**config.mk**
```make
export PLATFORM = sky130hd
export DESIGN_NAME = gate_sweep_ctrl_flat
export DESIGN_NICKNAME = d
export VERILOG_FILES = /design/src/rtl/gate_sweep_pkg.sv /design/src/rtl/gate_sweep_ctrl_if.sv /design/src/rtl/gate_sweep_settle_timer.sv /design/src/rtl/gate_sweep_ctrl.sv /design/src/flat_wrapper.sv
export SDC_FILE = /design/constraint.sdc
export NUM_CORES = 1
export LEC_CHECK = 0
export BUFFER_PORTS_ARGS = -buffer_cell sky130_fd_sc_hd__buf_2
export CAP_MARGIN = 30
export CORE_MARGIN = 3
export CORE_UTILIZATION = 50
export CTS_BUF_LIST = sky130_fd_sc_hd__clkbuf_4 sky130_fd_sc_hd__clkbuf_8 sky130_fd_sc_hd__clkbuf_16
export CTS_CLUSTER_SIZE = 24
export DETAILED_ROUTE_END_ITERATION = 8
export PLACE_DENSITY = 0.73
export REMOVE_ABC_BUFFERS = 1
export SLEW_MARGIN = 30
export SYNTH_ARGS = -nofsm -noshare
export SYNTH_HDL_FRONTEND = slang
export SYNTH_SLANG_ARGS = --single-unit
```
**constraint.sdc**
```tcl
create_clock -name clk -period 4.1 [get_ports clk]
set_input_delay 0.41 -clock clk [delete_from_list [all_inputs] [get_ports clk]]
set_output_delay 0.41 -clock clk [all_outputs]
set_load 0.005 [all_outputs]
```
**src/rtl/gate_sweep_pkg.sv**
```systemverilog
// -----------------------------------------------------------------------------
// gate_sweep_pkg
// Shared definitions for the exhaustive gate-sweep controller:
//   - sweep_state_t : controller FSM encoding (IDLE=0, WAIT=1, CHECK=2, DONE=3)
//   - TT_*          : expected truth tables; bit i is the expected y for stim==i
//   - tt_width()    : truth-table width for a given number of gate inputs
// -----------------------------------------------------------------------------
package gate_sweep_pkg;

    typedef enum logic [1:0] {
        IDLE  = 2'd0,
        WAIT  = 2'd1,
        CHECK = 2'd2,
        DONE  = 2'd3
    } sweep_state_t;

    localparam logic [3:0] TT_AND2 = 4'b1000;
    localparam logic [3:0] TT_OR2  = 4'b1110;
    localparam logic [3:0] TT_XOR2 = 4'b0110;
    localparam logic [7:0] TT_XOR3 = 8'h96;

    // One expected-output bit per input vector.
    function automatic int tt_width(input int n_in);
        return 1 << n_in;
    endfunction

endpackage : gate_sweep_pkg

```
**src/rtl/gate_sweep_ctrl_if.sv**
```systemverilog
// -----------------------------------------------------------------------------
// gate_sweep_ctrl_if
// Bundles the sweep handshake, the stimulus/return path to the gate DUT and
// the result bus of gate_sweep_ctrl.
//   start           : request a sweep (bench -> controller)
//   stim            : input vector for the gate DUT (controller -> DUT)
//   dut_y           : gate DUT output, combinational return (DUT -> controller)
//   busy/done/pass  : sweep status
//   err_cnt         : mismatching vectors in the last sweep (N_IN+1 bits)
//   first_err_vec   : stim value of the first mismatch
//   first_err_valid : first_err_vec holds a captured value
// Modports: master = bench/DUT side, slave = controller side.
// -----------------------------------------------------------------------------
interface gate_sweep_ctrl_if #(
    parameter int N_IN = 2
);
    logic            start;
    logic [N_IN-1:0] stim;
    logic            dut_y;
    logic            busy;
    logic            done;
    logic            pass;
    logic [N_IN:0]   err_cnt;
    logic [N_IN-1:0] first_err_vec;
    logic            first_err_valid;

    modport master (
        output start,
        output dut_y,
        input  stim,
        input  busy,
        input  done,
        input  pass,
        input  err_cnt,
        input  first_err_vec,
        input  first_err_valid
    );

    modport slave (
        input  start,
        input  dut_y,
        output stim,
        output busy,
        output done,
        output pass,
        output err_cnt,
        output first_err_vec,
        output first_err_valid
    );

endinterface : gate_sweep_ctrl_if

```
**src/rtl/gate_sweep_settle_timer.sv**
```systemverilog
// -----------------------------------------------------------------------------
// gate_sweep_settle_timer
// Loadable down-counter that times the settle interval of each vector.
// Ports:
//   clk, rst    : clock and synchronous active-high reset (count -> 0)
//   i_load      : load i_load_val (has priority over i_dec)
//   i_load_val  : value loaded on i_load
//   i_dec       : decrement by one
//   o_zero      : count is zero
// -----------------------------------------------------------------------------
module gate_sweep_settle_timer #(
    parameter int W = 2
) (
    input  logic         clk,
    input  logic         rst,
    input  logic         i_load,
    input  logic [W-1:0] i_load_val,
    input  logic         i_dec,
    output logic         o_zero
);

    logic [W-1:0] r_cnt;

    always_ff @(posedge clk) begin
        if (rst) begin
            r_cnt <= '0;
        end else if (i_load) begin
            r_cnt <= i_load_val;
        end else if (i_dec) begin
            r_cnt <= r_cnt - 1'b1;
        end
    end

    assign o_zero = (r_cnt == '0);

endmodule : gate_sweep_settle_timer

```
**src/rtl/gate_sweep_ctrl.sv**
```systemverilog
// -----------------------------------------------------------------------------
// gate_sweep_ctrl
// Synthesizable exhaustive-sweep checker for small combinational gates.
// Drives stim = 0 .. 2^N_IN-1, holds each vector SETTLE cycles, then checks
// dut_y against EXP_TT[stim] in a dedicated CHECK cycle, so every vector
// takes SETTLE+1 cycles. Results are held until the next accepted start.
// Ports:
//   clk  : clock, rising edge
//   rst  : synchronous active-high reset
//   bus  : gate_sweep_ctrl_if.slave (start, stim, dut_y, busy, done, pass,
//          err_cnt, first_err_vec, first_err_valid)
// Parameters:
//   N_IN   : number of gate inputs (1..4)
//   SETTLE : hold cycles before each check (>= 1)
//   EXP_TT : expected truth table, 2^N_IN bits
// -----------------------------------------------------------------------------
module gate_sweep_ctrl
    import gate_sweep_pkg::*;
#(
    parameter int                   N_IN   = 2,
    parameter int                   SETTLE = 2,
    parameter logic [(1<<N_IN)-1:0] EXP_TT = TT_AND2
) (
    input  logic              clk,
    input  logic              rst,
    gate_sweep_ctrl_if.slave  bus
);

    localparam int              CW       = $clog2(SETTLE) + 1;
    localparam logic [CW-1:0]   LOAD_VAL = CW'(SETTLE - 1);
    localparam logic [N_IN-1:0] LAST_VEC = {N_IN{1'b1}};

    sweep_state_t    r_state;
    logic [N_IN-1:0] r_stim;
    logic            r_busy;
    logic            r_done;
    logic            r_pass;
    logic [N_IN:0]   r_err_cnt;
    logic [N_IN-1:0] r_first_err_vec;
    logic            r_first_err_valid;

    logic w_tmr_zero;
    logic w_tmr_load;
    logic w_tmr_dec;
    logic w_exp_y;
    logic w_mismatch;
    logic w_last_vec;

    assign w_exp_y    = EXP_TT[r_stim];
    assign w_mismatch = (bus.dut_y != w_exp_y);
    assign w_last_vec = (r_stim == LAST_VEC);

    // The timer is reloaded whenever a vector's hold interval begins: on an
    // accepted start and on every non-terminal CHECK.
    assign w_tmr_load = ((r_state == IDLE) && bus.start) ||
                        ((r_state == CHECK) && !w_last_vec);
    assign w_tmr_dec  = (r_state == WAIT) && !w_tmr_zero;

    gate_sweep_settle_timer #(
        .W (CW)
    ) u_settle_timer (
        .clk        (clk),
        .rst        (rst),
        .i_load     (w_tmr_load),
        .i_load_val (LOAD_VAL),
        .i_dec      (w_tmr_dec),
        .o_zero     (w_tmr_zero)
    );

    always_ff @(posedge clk) begin
        if (rst) begin
            r_state           <= IDLE;
            r_stim            <= '0;
            r_busy            <= 1'b0;
            r_done            <= 1'b0;
            r_pass            <= 1'b0;
            r_err_cnt         <= '0;
            r_first_err_vec   <= '0;
            r_first_err_valid <= 1'b0;
        end else begin
            case (r_state)
                IDLE: begin
                    r_done <= 1'b0;
                    if (bus.start) begin
                        r_stim            <= '0;
                        r_err_cnt         <= '0;
                        r_first_err_vec   <= '0;
                        r_first_err_valid <= 1'b0;
                        r_pass            <= 1'b0;
                        r_busy            <= 1'b1;
                        r_state           <= WAIT;
                    end
                end
                WAIT: begin
                    if (w_tmr_zero) begin
                        r_state <= CHECK;
                    end
                end
                CHECK: begin
                    if (w_mismatch) begin
                        r_err_cnt <= r_err_cnt + 1'b1;
                        if (!r_first_err_valid) begin
                            r_first_err_vec   <= r_stim;
                            r_first_err_valid <= 1'b1;
                        end
                    end
                    if (w_last_vec) begin
                        // Fold the final CHECK into pass, since r_err_cnt
                        // is only updated at this same edge.
                        r_pass  <= !w_mismatch && (r_err_cnt == '0);
                        r_done  <= 1'b1;
                        r_busy  <= 1'b0;
                        r_state <= DONE;
                    end else begin
                        r_stim  <= r_stim + 1'b1;
                        r_state <= WAIT;
                    end
                end
                DONE: begin
                    r_done  <= 1'b0;
                    r_state <= IDLE;
                end
                default: begin
                    r_state <= IDLE;
                end
            endcase
        end
    end

    assign bus.stim            = r_stim;
    assign bus.busy            = r_busy;
    assign bus.done            = r_done;
    assign bus.pass            = r_pass;
    assign bus.err_cnt         = r_err_cnt;
    assign bus.first_err_vec   = r_first_err_vec;
    assign bus.first_err_valid = r_first_err_valid;

endmodule : gate_sweep_ctrl
```
**src/flat_wrapper.sv**
```systemverilog
// flat-port wrapper written by rule: the top's interface ports become plain ports
module gate_sweep_ctrl_flat import gate_sweep_pkg::*;
#(
    parameter int                   N_IN   = 2,
    parameter int                   SETTLE = 2,
    parameter logic [(1<<N_IN)-1:0] EXP_TT = TT_AND2
)
  (clk, rst, bus_start, bus_dut_y, bus_stim, bus_busy, bus_done, bus_pass, bus_err_cnt, bus_first_err_vec, bus_first_err_valid);
  gate_sweep_ctrl_if #(.N_IN(N_IN)) bus_i ();
  input  logic clk;
  input  logic rst;
  input wire logic [$bits(bus_i.start)-1:0] bus_start;
  input wire logic [$bits(bus_i.dut_y)-1:0] bus_dut_y;
  output wire logic [$bits(bus_i.stim)-1:0] bus_stim;
  output wire logic [$bits(bus_i.busy)-1:0] bus_busy;
  output wire logic [$bits(bus_i.done)-1:0] bus_done;
  output wire logic [$bits(bus_i.pass)-1:0] bus_pass;
  output wire logic [$bits(bus_i.err_cnt)-1:0] bus_err_cnt;
  output wire logic [$bits(bus_i.first_err_vec)-1:0] bus_first_err_vec;
  output wire logic [$bits(bus_i.first_err_valid)-1:0] bus_first_err_valid;
  assign bus_i.start = bus_start;
  assign bus_i.dut_y = bus_dut_y;
  assign bus_stim = bus_i.stim;
  assign bus_busy = bus_i.busy;
  assign bus_done = bus_i.done;
  assign bus_pass = bus_i.pass;
  assign bus_err_cnt = bus_i.err_cnt;
  assign bus_first_err_vec = bus_i.first_err_vec;
  assign bus_first_err_valid = bus_i.first_err_valid;
  gate_sweep_ctrl #(.N_IN(N_IN), .SETTLE(SETTLE), .EXP_TT(EXP_TT)) u_core (.clk(clk), .rst(rst), .bus(bus_i));
endmodule
```
==> flow_summary.ini <==
[status]
outcome = complete, no violations

[clock_tree]
postCtsSetupBuffers = 0
clock-sinks = 15
cts-root-buf = clkbuf_4
cts_resized = 0
cts_tree = yes
path_clk_slew_ps = 90
hold_buffers = 0
cts_inserted_buffers = 3
clk_latency_ps = 280
max-clock-path-buffers = 2
h-tree-depth = 1

[drt]
routed_wl_um = 1530
drtIter0Drc = 9
vias = 696
ant_nets = 0
dr.pass1.iters = 4
drc = 0
wl_per_cell_um = 12.0
drt-vias-per-instance = 5.48

[yosys]
synth_edf_count = 0
syn_area_per_cell_um2 = 8.78
synthMuxAreaShare_pct = 4.15
yosys.area.top_type = dfxtp_1
synth.area.top_cells = dfxtp_1 36%, ha_1 15%, a21oi_1 4.7%, inv_1 3.6%, nand2_1 3.1%
synth_flop_cell = dfxtp_1
yosysSeqAreaShare_pct = 35.6
yosys.area_share.adder_pct = 14.8
synth_top_area_share_pct = 35.6
synth_cells = 96
synth-seq-cells = 15
synth_top_family_by_area = simple AND/OR/NAND/NOR gates
yosys.cell_count.top_type = dfxtp_1
syn-cell-area_um2 = 843
synth-xor-area-share_pct = 2.97
synth_compound_gate_area_share_pct = 18.4
synth_cell_types = 33
synth_commonest_cells = 15 x dfxtp_1, 10 x ha_1, 8 x a21oi_1, 8 x inv_1
yosysWarnings = 0
async_flop_share_pct = 0
yosys.area_share.simple_pct = 19.0

[setup_path]
critPathMaxFanout = 12
reg2reg_from = u_core.r_state[0]$_SDFFE_PP0P_
cp.arrival_ps = 2040
cp_slowest_cell = dfxtp_1
critPathCaptureType = flip-flop
path_class = reg -> reg
cp.depth = 6
path_buf_inv = 1
critPathMaxStageDelay_ps = 410
path_cells = inv_1 -> ha_1 -> mux2i_2 -> a21oi_4 -> a21boi_2 -> o32ai_1
worstPathRequired_ps = 4290
reg2reg_depth = 6
cp_top_family = compound AO/OA/AOI/OAI gates
timing.rr.end = u_core.bus.first_err_vec[1]$_SDFFE_PP0P_
start_kind = flip-flop
rrSetupSlack_ps = 2260

[power_and_ir_drop]
ir_drop_mv = 0.253
power_density_mw_per_mm2 = 450
clkPwrFrac_pct = 21.2
p_switching_mw = 0.152
leakagePower_nw = 0.391
combinationalPowerShare_pct = 36.6
seq_power_share_pct = 42.2
p_int_mw = 0.276
swShare_pct = 35.5

[sta]
hold_slack_ps = 473
skew_ps = 4.58
fin_crit_sh_pct = 44.9
worst_pin_slew_ps = 448
hold_violations = 0
setup_viol = 0
maxSlewHeadroom_pct = 70.2
setup_tns_ps = 0
rsz0062_at_grt = no
worst_slack_ps = 2260
slew_violations = 0
fmax_mhz = 543
period_needed_ps = 1840

[min_path]
hp-class = reg -> reg
hold-path-cell-count = 2
min-delay-start = u_core.bus.first_err_vec[0]$_SDFFE_PP0P_
hold_end = u_core.bus.first_err_vec[0]$_SDFFE_PP0P_

[grt]
grt_pass1_wl_um = 2660
antenna_found_initial = 0
track_usage_pct = 17.0
first_global_vias = 648
overflow = 0
grt_max_degree = 19

[place]
place_ws_ps = 2280
dp_hpwl_um = 1190
place_area_um2 = 921
io_buffers = 14
place_congestion = 0.836

[floorplan]
die_y_um = 47.1
dieArea_mm2 = 0.00222
rows = 14
core_mm2 = 0.00154
start_util_pct = 54.7
pin_count = 15
die_x_um = 47.1

[layout]
post-route-util_pct = 61.7
fill_cells = 145
diodes = 0
layout.area.seq_um2 = 300
drive_gt1_share_pct = 19.8
syn_to_final_growth_pct = 12.8
nets = 126
stdcell_area_um2 = 951
multi_input_area_um2 = 500

[flow_run]
cap_violations = 0
==> placed cells by master (no fill, tap or decap) <==
cell type and n:
a211oi_1 1, a21boi_2 1, a21o_1 1, a21oi_1 8
a21oi_4 1, a22oi_1 1, and2_1 1, and2b_1 1
buf_2 14, clkbuf_4 4, dfxtp_1 15, ha_1 10
inv_1 8, mux2_1 1, mux2i_1 1, mux2i_2 1
nand2_1 7, nand2b_1 4, nand3_1 2, nand3b_1 1
nand4_1 1, nand4b_1 1, nor2_1 7, nor2b_1 3
nor3_1 2, nor3b_1 1, o21ai_0 5, o21ai_1 3
o31ai_1 1, o32ai_1 2, xnor2_1 1, xnor2_2 1
==> tightest hold or removal path, stage by stage (launching register included) <==
cell	delay (ps)
dfxtp_1	310
inv_1	40
o32ai_1	70
==> power groups by stage <==
stage	sequential [mW]	clock (mW)	combinational (mW)
floorplan	0.182	0	0.118
global placement	0.182	0	0.151
detailed placement	0.185	0	0.156
CTS	0.181	0.0940	0.157
global route	0.183	0.103	0.179
finish	0.181	0.0908	0.157
==> logic make-up after synthesis <==
kind of cell    Yosys count
fa+ha+maj                10
compound gates           24
xor+xnor                  2
buf+inv                  11
mux                       3
simple gates             31
flops                    15
==> worst max-delay path by stage <==
stage | start | endpoint
6_report | u_core.r_state[0]$_SDFFE_PP0P_ | u_core.bus.first_err_vec[1]$_SDFFE_PP0P_
5_1_grt | u_core.r_state[0]$_SDFFE_PP0P_ | u_core.bus.first_err_vec[0]$_SDFFE_PP0P_
4_1_cts | u_core.r_state[0]$_SDFFE_PP0P_ | u_core.bus.first_err_vec[0]$_SDFFE_PP0P_
3_5_place_dp | u_core.r_state[0]$_SDFFE_PP0P_ | u_core.bus.first_err_vec[0]$_SDFFE_PP0P_
3_3_place_gp | u_core.r_state[0]$_SDFFE_PP0P_ | u_core.bus.first_err_vec[1]$_SDFFE_PP0P_
2_1_floorplan | u_core.r_state[0]$_SDFFE_PP0P_ | u_core.bus.first_err_vec[0]$_SDFFE_PP0P_
==> stage by stage <==
step           power (mW)  std cells
2_1_floorplan       0.300         93
5_1_grt             0.465        127
6_report            0.428        127
4_1_cts             0.432        127
3_3_place_gp        0.333        123
3_5_place_dp        0.341        123
==> layer usage <==
metal  GRT usage [%]  routed length (µm)  vias to the layer above
met5               0                   0                        -
met4            8.29                  27                        0
met3            3.45                  74                        4
met2            27.1                 689                       17
met1            21.7                 740                      315
li1                -                   -                      360
==> area by class of cell <==
class / instances / area share (%)
timing repair buffer: 14 / 7.37
multi-input combinational: 70 / 52.6
inverter: 8 / 3.16
clock buffer: 4 / 3.16
tap: 16 / 2.11
sequential: 15 / 31.6
==> sequential cells by signal, indices dropped and copies added (netlist names) <==
| name | cells |
|---|---|
| u_core.bus.stim | 2 |
| u_core.bus.busy | 1 |
| u_core.u_settle_timer.r_cnt | 2 |
| u_core.bus.err_cnt | 3 |
| u_core.bus.first_err_valid | 1 |
| u_core.bus.pass | 1 |
| u_core.r_state | 2 |
| u_core.bus.done | 1 |
| u_core.bus.first_err_vec | 2 |
No activity file was read; power rests on OpenSTA's default activity.
